===== config.mk =====
export PLATFORM = sky130hd
export DESIGN_NAME = vga_timing_gen
export DESIGN_NICKNAME = d
export VERILOG_FILES = /design/src/rtl/vga_timing_gen.sv
export SDC_FILE = /design/constraint.sdc
export NUM_CORES = 1
export LEC_CHECK = 0
export CAP_MARGIN = 20
export CORE_ASPECT_RATIO = 0.9
export CORE_MARGIN = 5
export CORE_UTILIZATION = 25
export DETAILED_ROUTE_END_ITERATION = 10
export PLACE_DENSITY = 0.48
export SLEW_MARGIN = 20
export SYNTH_ARGS = -nofsm -noshare
export SYNTH_HDL_FRONTEND = slang
export SYNTH_SLANG_ARGS = --single-unit

===== constraint.sdc =====
create_clock -name clk -period 1.8 [get_ports clk]
set_input_delay 0.54 -clock clk [delete_from_list [all_inputs] [get_ports clk]]
set_output_delay 0.54 -clock clk [all_outputs]
set_load 0.02 [all_outputs]

===== src/rtl/vga_timing_gen.sv =====
// -----------------------------------------------------------------------------
// vga_timing_gen
// Raster timing generator. A clock divider produces a pixel tick, and the tick
// advances the H/V position counters over a programmable line/frame timing.
// Sync, video-on and the line/frame strobes are registered and decoded from the
// next-state counter values, so they line up with pix_x/pix_y with zero skew.
//
// Ports
//   clk          in   system clock
//   reset        in   asynchronous, active-high
//   run          in   1 = scan, 0 = hold at origin with idle outputs
//   pix_tick     out  one-cycle pulse in the cycle the counters advance
//   pix_x        out  horizontal position, 0..H_TOTAL-1
//   pix_y        out  vertical position, 0..V_TOTAL-1
//   hsync        out  horizontal sync, active level HS_POL
//   vsync        out  vertical sync, active level VS_POL
//   vid_on       out  inside the visible area
//   line_start   out  one-cycle pulse, pix_x just wrapped to 0
//   frame_start  out  one-cycle pulse, (pix_x,pix_y) just wrapped to (0,0)
// -----------------------------------------------------------------------------
module vga_timing_gen #(
    parameter int unsigned H_ACTIVE = 640,
    parameter int unsigned H_FP     = 16,
    parameter int unsigned H_SYNC   = 96,
    parameter int unsigned H_BP     = 48,
    parameter int unsigned V_ACTIVE = 480,
    parameter int unsigned V_FP     = 10,
    parameter int unsigned V_SYNC   = 2,
    parameter int unsigned V_BP     = 33,
    parameter int unsigned CLK_DIV  = 4,
    parameter logic        HS_POL   = 1'b0,
    parameter logic        VS_POL   = 1'b0,
    parameter int unsigned CW       = 10
) (
    input  logic          clk,
    input  logic          reset,
    input  logic          run,
    output logic          pix_tick,
    output logic [CW-1:0] pix_x,
    output logic [CW-1:0] pix_y,
    output logic          hsync,
    output logic          vsync,
    output logic          vid_on,
    output logic          line_start,
    output logic          frame_start
);

    localparam int unsigned H_TOTAL  = H_ACTIVE + H_FP + H_SYNC + H_BP;
    localparam int unsigned V_TOTAL  = V_ACTIVE + V_FP + V_SYNC + V_BP;
    localparam int unsigned HS_FIRST = H_ACTIVE + H_FP;
    localparam int unsigned HS_LAST  = H_ACTIVE + H_FP + H_SYNC - 1;
    localparam int unsigned VS_FIRST = V_ACTIVE + V_FP;
    localparam int unsigned VS_LAST  = V_ACTIVE + V_FP + V_SYNC - 1;
    localparam int unsigned DW       = (CLK_DIV > 1) ? $clog2(CLK_DIV) : 1;

    // Reject timings the counters cannot represent
    if (CLK_DIV < 1 || 64'(H_TOTAL) > (64'(1) << CW) || 64'(V_TOTAL) > (64'(1) << CW)) begin : g_bad_cfg
        $error("vga_timing_gen: CLK_DIV must be >= 1 and H_TOTAL/V_TOTAL must fit in CW bits");
    end

    logic [DW-1:0] div_q,         div_d;
    logic [CW-1:0] pix_x_q,       pix_x_d;
    logic [CW-1:0] pix_y_q,       pix_y_d;
    logic          pix_tick_q,    pix_tick_d;
    logic          hsync_q,       hsync_d;
    logic          vsync_q,       vsync_d;
    logic          vid_on_q,      vid_on_d;
    logic          line_start_q,  line_start_d;
    logic          frame_start_q, frame_start_d;

    logic tick_c;
    logic x_last_c;
    logic y_last_c;

    assign tick_c   = (div_q == DW'(CLK_DIV - 1));
    assign x_last_c = (pix_x_q == CW'(H_TOTAL - 1));
    assign y_last_c = (pix_y_q == CW'(V_TOTAL - 1));

    // Next-state counters, then decode of the outputs from those next values
    always_comb begin
        div_d         = div_q;
        pix_x_d       = pix_x_q;
        pix_y_d       = pix_y_q;
        pix_tick_d    = 1'b0;
        line_start_d  = 1'b0;
        frame_start_d = 1'b0;
        hsync_d       = ~HS_POL;
        vsync_d       = ~VS_POL;
        vid_on_d      = 1'b0;

        if (!run) begin
            // Stopped: park at the origin, idle outputs, no strobes
            div_d   = '0;
            pix_x_d = '0;
            pix_y_d = '0;
        end else begin
            if (tick_c) begin
                div_d      = '0;
                pix_tick_d = 1'b1;
                if (x_last_c) begin
                    pix_x_d      = '0;
                    line_start_d = 1'b1;
                    if (y_last_c) begin
                        pix_y_d       = '0;
                        frame_start_d = 1'b1;
                    end else begin
                        pix_y_d = pix_y_q + CW'(1);
                    end
                end else begin
                    pix_x_d = pix_x_q + CW'(1);
                end
            end else begin
                div_d = div_q + DW'(1);
            end

            hsync_d  = (pix_x_d >= CW'(HS_FIRST) && pix_x_d <= CW'(HS_LAST)) ? HS_POL : ~HS_POL;
            vsync_d  = (pix_y_d >= CW'(VS_FIRST) && pix_y_d <= CW'(VS_LAST)) ? VS_POL : ~VS_POL;
            vid_on_d = (pix_x_d <= CW'(H_ACTIVE - 1)) && (pix_y_d <= CW'(V_ACTIVE - 1));
        end
    end

    // State and output registers
    always_ff @(posedge clk or posedge reset) begin
        if (reset) begin
            div_q         <= '0;
            pix_x_q       <= '0;
            pix_y_q       <= '0;
            pix_tick_q    <= 1'b0;
            hsync_q       <= ~HS_POL;
            vsync_q       <= ~VS_POL;
            vid_on_q      <= 1'b0;
            line_start_q  <= 1'b0;
            frame_start_q <= 1'b0;
        end else begin
            div_q         <= div_d;
            pix_x_q       <= pix_x_d;
            pix_y_q       <= pix_y_d;
            pix_tick_q    <= pix_tick_d;
            hsync_q       <= hsync_d;
            vsync_q       <= vsync_d;
            vid_on_q      <= vid_on_d;
            line_start_q  <= line_start_d;
            frame_start_q <= frame_start_d;
        end
    end

    assign pix_tick    = pix_tick_q;
    assign pix_x       = pix_x_q;
    assign pix_y       = pix_y_q;
    assign hsync       = hsync_q;
    assign vsync       = vsync_q;
    assign vid_on      = vid_on_q;
    assign line_start  = line_start_q;
    assign frame_start = frame_start_q;

endmodule

# Word level (Yosys, flattened, before mapping)
# Cells that the tools add are included.
# word_totals
reg_bits	28
latchBits	0
ramBits	0
rom_bits	0
input_bits	3
out_inout_bits	26
n_memories	0
# op_classes
addsub	3
mul	0
n_div	0
magnitude_cmp	6
eq_ne	3
n_shift	0
muxes	25
n_bitwise	0
n_reduce_logical	3
# ops
op	count
2-to-1 mux 10 bit	9
adder 10 x 1 -> 10 bit (second input constant)	2
equality test 10 bit (second input constant)	2
less-or-equal comparator 10 bit (second input constant)	2
less-or-equal comparator 10 x 9 -> 1 bit (second input constant)	2
2-to-1 mux 1 bit	14
>= comparator 10 bit (second input constant)	1
>= comparator 10 x 9 -> 1 bit (second input constant)	1
2-to-1 mux 2 bit	2
logical AND 1 bit	3
adder 2 x 1 -> 2 bit (second input constant)	1
equality test 2 bit (second input constant)	1

# Longest topological paths before layout
# Gate-level depths: netlist of the first run.
# depth
word_depth	9
mapped_depth	9
ltp_nobuf	7

# Least setup slack after synthesis of the first run
# No wires, ideal clock.
# synth_path
path_type	register -> register
startpoint	register pix_x_q[6], in the netlist pix_x[6]
endpoint	register pix_y_q[8], in the netlist pix_y[8]
setup_time_ns	0.082
t_arrival_ns	2.031
required_time_ns	1.718
setup_slack_ns	-0.313
path_stages_with_launch	6
synth_period_minus_slack_ns	2.113
cell_sequence	dfrtp_1 or3_4 or3_1 clkbuf_2 or4_1 a31oi_1
# synth_via
elab_chain_cells	5
# synth_lines
item	line	rtl
start: declaration	62	logic [CW-1:0] pix_x_q, pix_x_d;
start signal: assignment	136	pix_x_q <= pix_x_d;
equality test 10 bit	76	assign x_last_c = (pix_x_q == CW'(H_TOTAL - 1));
2-to-1 mux 10 bit	100	if (x_last_c) begin
2-to-1 mux 10 bit	97	if (tick_c) begin
2-to-1 mux 10 bit (2 in a row)	91	if (!run) begin
named net pix_y_d[8]	63	logic [CW-1:0] pix_y_q, pix_y_d;
end signal: assignment	137	pix_y_q <= pix_y_d;
end: declaration	63	
# The timed path passes the listed nets, and every way through them passes these cells. The select of a mux whose other input is x is not followed.

# Worst setup path after layout of the first run
# layout_path
startpoint	register pix_x_q[7], in the netlist pix_x[7]
endpoint	register vid_on_q, in the netlist vid_on
# layout_via
elab_chain_cells	7
word_cells_on_any_way	12
classes_between	1 x add/sub; 2 x order compare; 1 x eq/ne; 7 x mux; 1 x reduce/logical
# layout_lines
item	line	rtl
adder 10 x 1 -> 10 bit or equality test 10 bit (tied branches)	110, 76	
2-to-1 mux 10 bit	100	
2-to-1 mux 10 bit	97	
2-to-1 mux 10 bit	91	
less-or-equal comparator 10 bit or less-or-equal comparator 10 x 9 -> 1 bit (tied branches)	118	vid_on_d = (pix_x_d <= CW'(H_ACTIVE - 1)) && (pix_y_d <= CW'(V_ACTIVE - 1));
logical AND 1 bit *	118	
2-to-1 mux 1 bit *	91	
named net vid_on_d	67	logic vid_on_q, vid_on_d;
end signal: assignment	141	vid_on_q <= vid_on_d;
end: declaration	67	
# Mark *: on every way through the listed nets, which the timed path passes. The rest lies on a longest branch. The select of a mux whose other input is x is not followed.

==> run summary, run 1 <==
No sink is reached through more buffers than the 2 on the longest clock path. Clock-pin slew was measured on the worst setup and hold paths at 0.09 ns. The tools report the cell at the root of the clock tree as sky130_fd_sc_hd__clkbuf_8. The tools report the H-tree depth as 1. The number of hold-slack violations in the final timing report was 0; the average footprint of a synthesized cell was 9.07 um2.

The pin slew with the least headroom to its limit was 0.377 ns; the number of gates on the worst path with buffers counted was 5. The final reports fail on negative setup slack. The count of nets left with antenna violations once routing finished came out at 0.

TritonCTS created 3 clock buffers. The tool flagged a number of max-cap violations equal to 0. The analysis attributes to cell leakage a power of 1.14 nW. Measured against its own limit, the worst slew margin works out to 74.8%. TritonCTS built the clock tree. The number of cell instances on the worst register-to-register path is 5, and the horizontal die dimension is 94.2 um. In this design, the stage delay of the slowest critical-path cell is 0.42 ns. The fraction of final layout cells sized beyond drive strength 1 was 39.0%.

After detailed routing, the number of remaining DRC violations is 0. The die outline height was 85.8 um. In this run the critical register-to-register path is captured at vid_on$_DFF_PP0_. After layout, the design draws a total of 0.00113 W.

The cell count after synthesis came out at 176. The tools report the number of antenna violations at the first check in global routing as 0. Clock tree synthesis found a total of 28 sinks. During synthesis, Yosys emitted a total of 0 warnings. The run gives 11.9% as the global-route usage over all layers.

The final setup violation count was 6. The core outline area was 6150 um2. At the end of routability-driven placement, the weighted congestion stood at 0.848. After detailed routing, the total wire length is 4710 um.

On the critical path the largest part of the delay comes from simple AND/OR/NAND/NOR gates. The worst-skew pair later-pin latency was 0.27 ns; the number of synthesized flops with an enable pin was 0. Setup repair after global routing could not meet its margin everywhere. Across all layers, the routed design uses 1565 vias. The number of nets in the synthesized netlist is 183. Residual overflow from global routing: 0. The tools report the number of global-route vias before repair as 1537.

For this run, the top clock speed supported by timing is 0.516 GHz. The timing startpoint of the critical path was pix_x[7]$_DFF_PP0_. At the worst endpoint, the required time is 1.97 ns.

Walking the worst path, the cells encountered are or3_4 > or3_4 > a21oi_2 > mux2i_4 > a2111oi_2. In this run the critical register-to-register path is launched from pix_x[7]$_DFF_PP0_. The share of the synthesized area in compound gates (AO/OA/AOI/OAI) is 12.5%, and the synthesized area is 1600 um2. For the finished layout, the period the worst path requires is 1.94 ns. The post-synthesis cell type count came out at 44. The critical path ends at vid_on$_DFF_PP0_. STA classifies the critical path endpoint as a flop. Counting both buffers and inverters, the worst setup path holds a total of 0.

In this run the count of I/O pins placed on the die edge is 29. The adder-cell share of the synthesized area is 3.13%. Dividing the detail-routed wire length by the instance count gives 14.1 um. In the synthesized netlist the async set-or-reset flop fraction comes to 100%.

Measured against the total synthesized area, the mux share comes to 1.25%. The critical path in this run is classified as flop to flop. The diode insertion count for antenna repair is 0, and the final net count is 254. The detailed-routing iteration count for the pre-antenna-repair pass was 4; the xor and xnor area share after synthesis was 4.94%. For this design the ratio of total power to cell area is 443 nW/um2. After Yosys synthesis, and, or, nand and nor cells account for 29.0% of the synthesized area.

Among all stages on the critical path, the largest delay is contributed by sky130_fd_sc_hd__or3_4. Buffers placed on the I/O ports in this run total 28. The flow ran to the end, but the final reports show violations. In this run, the number of DRC markers left after iteration 0 of detailed routing was 61. For the final cell count without fillers, the log shows 333. Data arrives at the worst endpoint at 2.11 ns. For the wire length of the first global-routing pass, the log shows 7690 um.

The worst setup path is launched from a flop. The run gives -0.139 ns as the final critical-path setup slack. Largest family of logic cells by synthesized area: simple AND/OR/NAND/NOR gates.

The final count of pins violating max slew came out at 0. The worst hold-check path type was flop to flop. The initial utilization of the core area, before any placement, comes to 26.0%. The detailed-placement wirelength estimate is 3480 um, and the total die area is 8090 um2. Including well taps, the total number of placed cells is 323.

The area growth from synthesis to layout is 60.0%. Library cell appearing most often on the critical path: sky130_fd_sc_hd__or3_4. The run gives 0.190 mV as the maximum resistive drop on vdd. The maximum fanout along the worst path came out at 6.

The worst clock skew on the final layout is 0.00819 ns. The worst register-to-register path has a setup slack of -0.14 ns. The primary flip-flop cell chosen by synthesis mapping was sky130_fd_sc_hd__dfrtp_1. The worst path uses 108% of the clock period. The floorplan has 27 rows.

The proportion of synthesized chip area in sequential cells was 44.0%. Using the TritonRoute via totals, the vias-per-cell ratio works out to 4.70. The synthesized design contains 28 register bits. The post-placement worst setup slack is -0.182 ns, and the maximum number of pins on one net before global-route repair is 29.
[registers in the layout, indices dropped and copies added (netlist names)]
| name | flops |
|---|---|
| div_q | 2 |
| frame_start | 1 |
| hsync | 1 |
| line_start | 1 |
| pix_tick | 1 |
| pix_x | 10 |
| pix_y | 10 |
| vid_on | 1 |
| vsync | 1 |
[where the power goes]
part	internal, W	switching, W
logic	0.0000618	0.0000715
registers	0.000642	0.0000112
clock network	0.000159	0.000188
[cell families after synthesis]
| group | Yosys count |
|---|---|
| xor gates and xnor gates | 9 |
| AOI/OAI and AO/OA | 30 |
| buffers and inverters | 20 |
| and+or+nand+nor | 83 |
| DFF | 28 |
| muxes | 2 |
| adders and majority gates | 4 |
[routing by layer]
metal  share of wire (%)  track usage, %  routed length, um
met1                  47            16.4               2200
met2                  49            19.1               2320
met3                 3.1            2.37                144
met4                0.85            3.02                 40
met5                   0               0                  0
[placed cells by master, fill, tap and decap left out, types with 5 or more instances in the layout]
cell / Yosys / layout
sky130_fd_sc_hd__buf_4: 0 / 43
sky130_fd_sc_hd__buf_6: 0 / 7
sky130_fd_sc_hd__clkdlybuf4s50_1: 0 / 5
sky130_fd_sc_hd__dfrtp_1: 26 / 20
sky130_fd_sc_hd__dfrtp_2: 0 / 6
sky130_fd_sc_hd__dlygate4sd2_1: 0 / 22
sky130_fd_sc_hd__inv_1: 7 / 6
sky130_fd_sc_hd__nand2_1: 12 / 10
sky130_fd_sc_hd__nand3_1: 10 / 7
sky130_fd_sc_hd__nand4_1: 11 / 11
sky130_fd_sc_hd__nor2_1: 14 / 14
sky130_fd_sc_hd__nor3_1: 7 / 5
sky130_fd_sc_hd__o21ai_0: 8 / 5
sky130_fd_sc_hd__xor2_1: 6 / 6
[layout make-up]
class                           instances  area [um2]
Timing Repair Buffer                   79         677
Fill cell                             648        3590
Sequential cell                        28         711
Multi-Input combinational cell        128         987
Inverter                                7        26.3
Tap cell                               87         109
Clock buffer                            4        45.0
[metrics by stage]
step                      utilization [%]  setup TNS, ns  hold slack [ns]  instance area (um2)
after global routing                 41.6         -0.943            0.503                 2550
after CTS                            39.8         -0.444            0.445                 2450
after floorplan                         -         -0.692            0.408                 1610
final                                41.6         -0.504            0.480                 2550
after global placement               37.2         -0.822            0.417                 2290
after detailed placement             37.2         -0.974            0.428                 2290
[repair_timing]
action	in CTS	in global routing
setup buffers	5	1
pin swaps	15	13
hold endpoints to repair	0	0
gates resized for setup	49	23
hold buffers	0	0
endpoints found under the setup margin	30	17
[how the worst min path moves through the flow]
stage	startpoint	depth (start not counted)	endpoint
after CTS	div_q[0]$_DFF_PP0_	1	div_q[0]$_DFF_PP0_
final	div_q[0]$_DFF_PP0_	1	div_q[0]$_DFF_PP0_
after global placement	div_q[0]$_DFF_PP0_	1	div_q[0]$_DFF_PP0_
after detailed placement	div_q[0]$_DFF_PP0_	1	div_q[0]$_DFF_PP0_
after global routing	div_q[0]$_DFF_PP0_	1	div_q[0]$_DFF_PP0_
after floorplan	div_q[0]$_DFF_PP0_	1	div_q[0]$_DFF_PP0_
[cells in the mapped netlist, types with 3 or more instances]
cell	number	share of area, %
sky130_fd_sc_hd__clkbuf_1	8	1.9
sky130_fd_sc_hd__inv_1	7	1.6
sky130_fd_sc_hd__or4_1	3	1.4
sky130_fd_sc_hd__nand2_1	12	2.8
sky130_fd_sc_hd__a21oi_1	7	2.2
sky130_fd_sc_hd__xor2_1	6	3.3
sky130_fd_sc_hd__nand4_1	11	4.3
sky130_fd_sc_hd__and2_1	4	1.6
sky130_fd_sc_hd__nor2_1	14	3.3
sky130_fd_sc_hd__and3_1	4	1.6
sky130_fd_sc_hd__dfrtp_1	26	41
sky130_fd_sc_hd__buf_2	4	1.3
sky130_fd_sc_hd__nor3_1	7	2.2
sky130_fd_sc_hd__nor3b_1	3	1.4
sky130_fd_sc_hd__o21ai_0	8	2.5
sky130_fd_sc_hd__ha_1	4	3.1
sky130_fd_sc_hd__xnor2_1	3	1.6
sky130_fd_sc_hd__nand3_1	10	3.1
(Power assumes the default switching activity.)
==> run 2, diff against run 1 <==
CTS_CLUSTER_SIZE = 10   (was not set)
==> results of run 2 <==
Same layout as run 1: the final DEF is identical, and so are final timing and power.
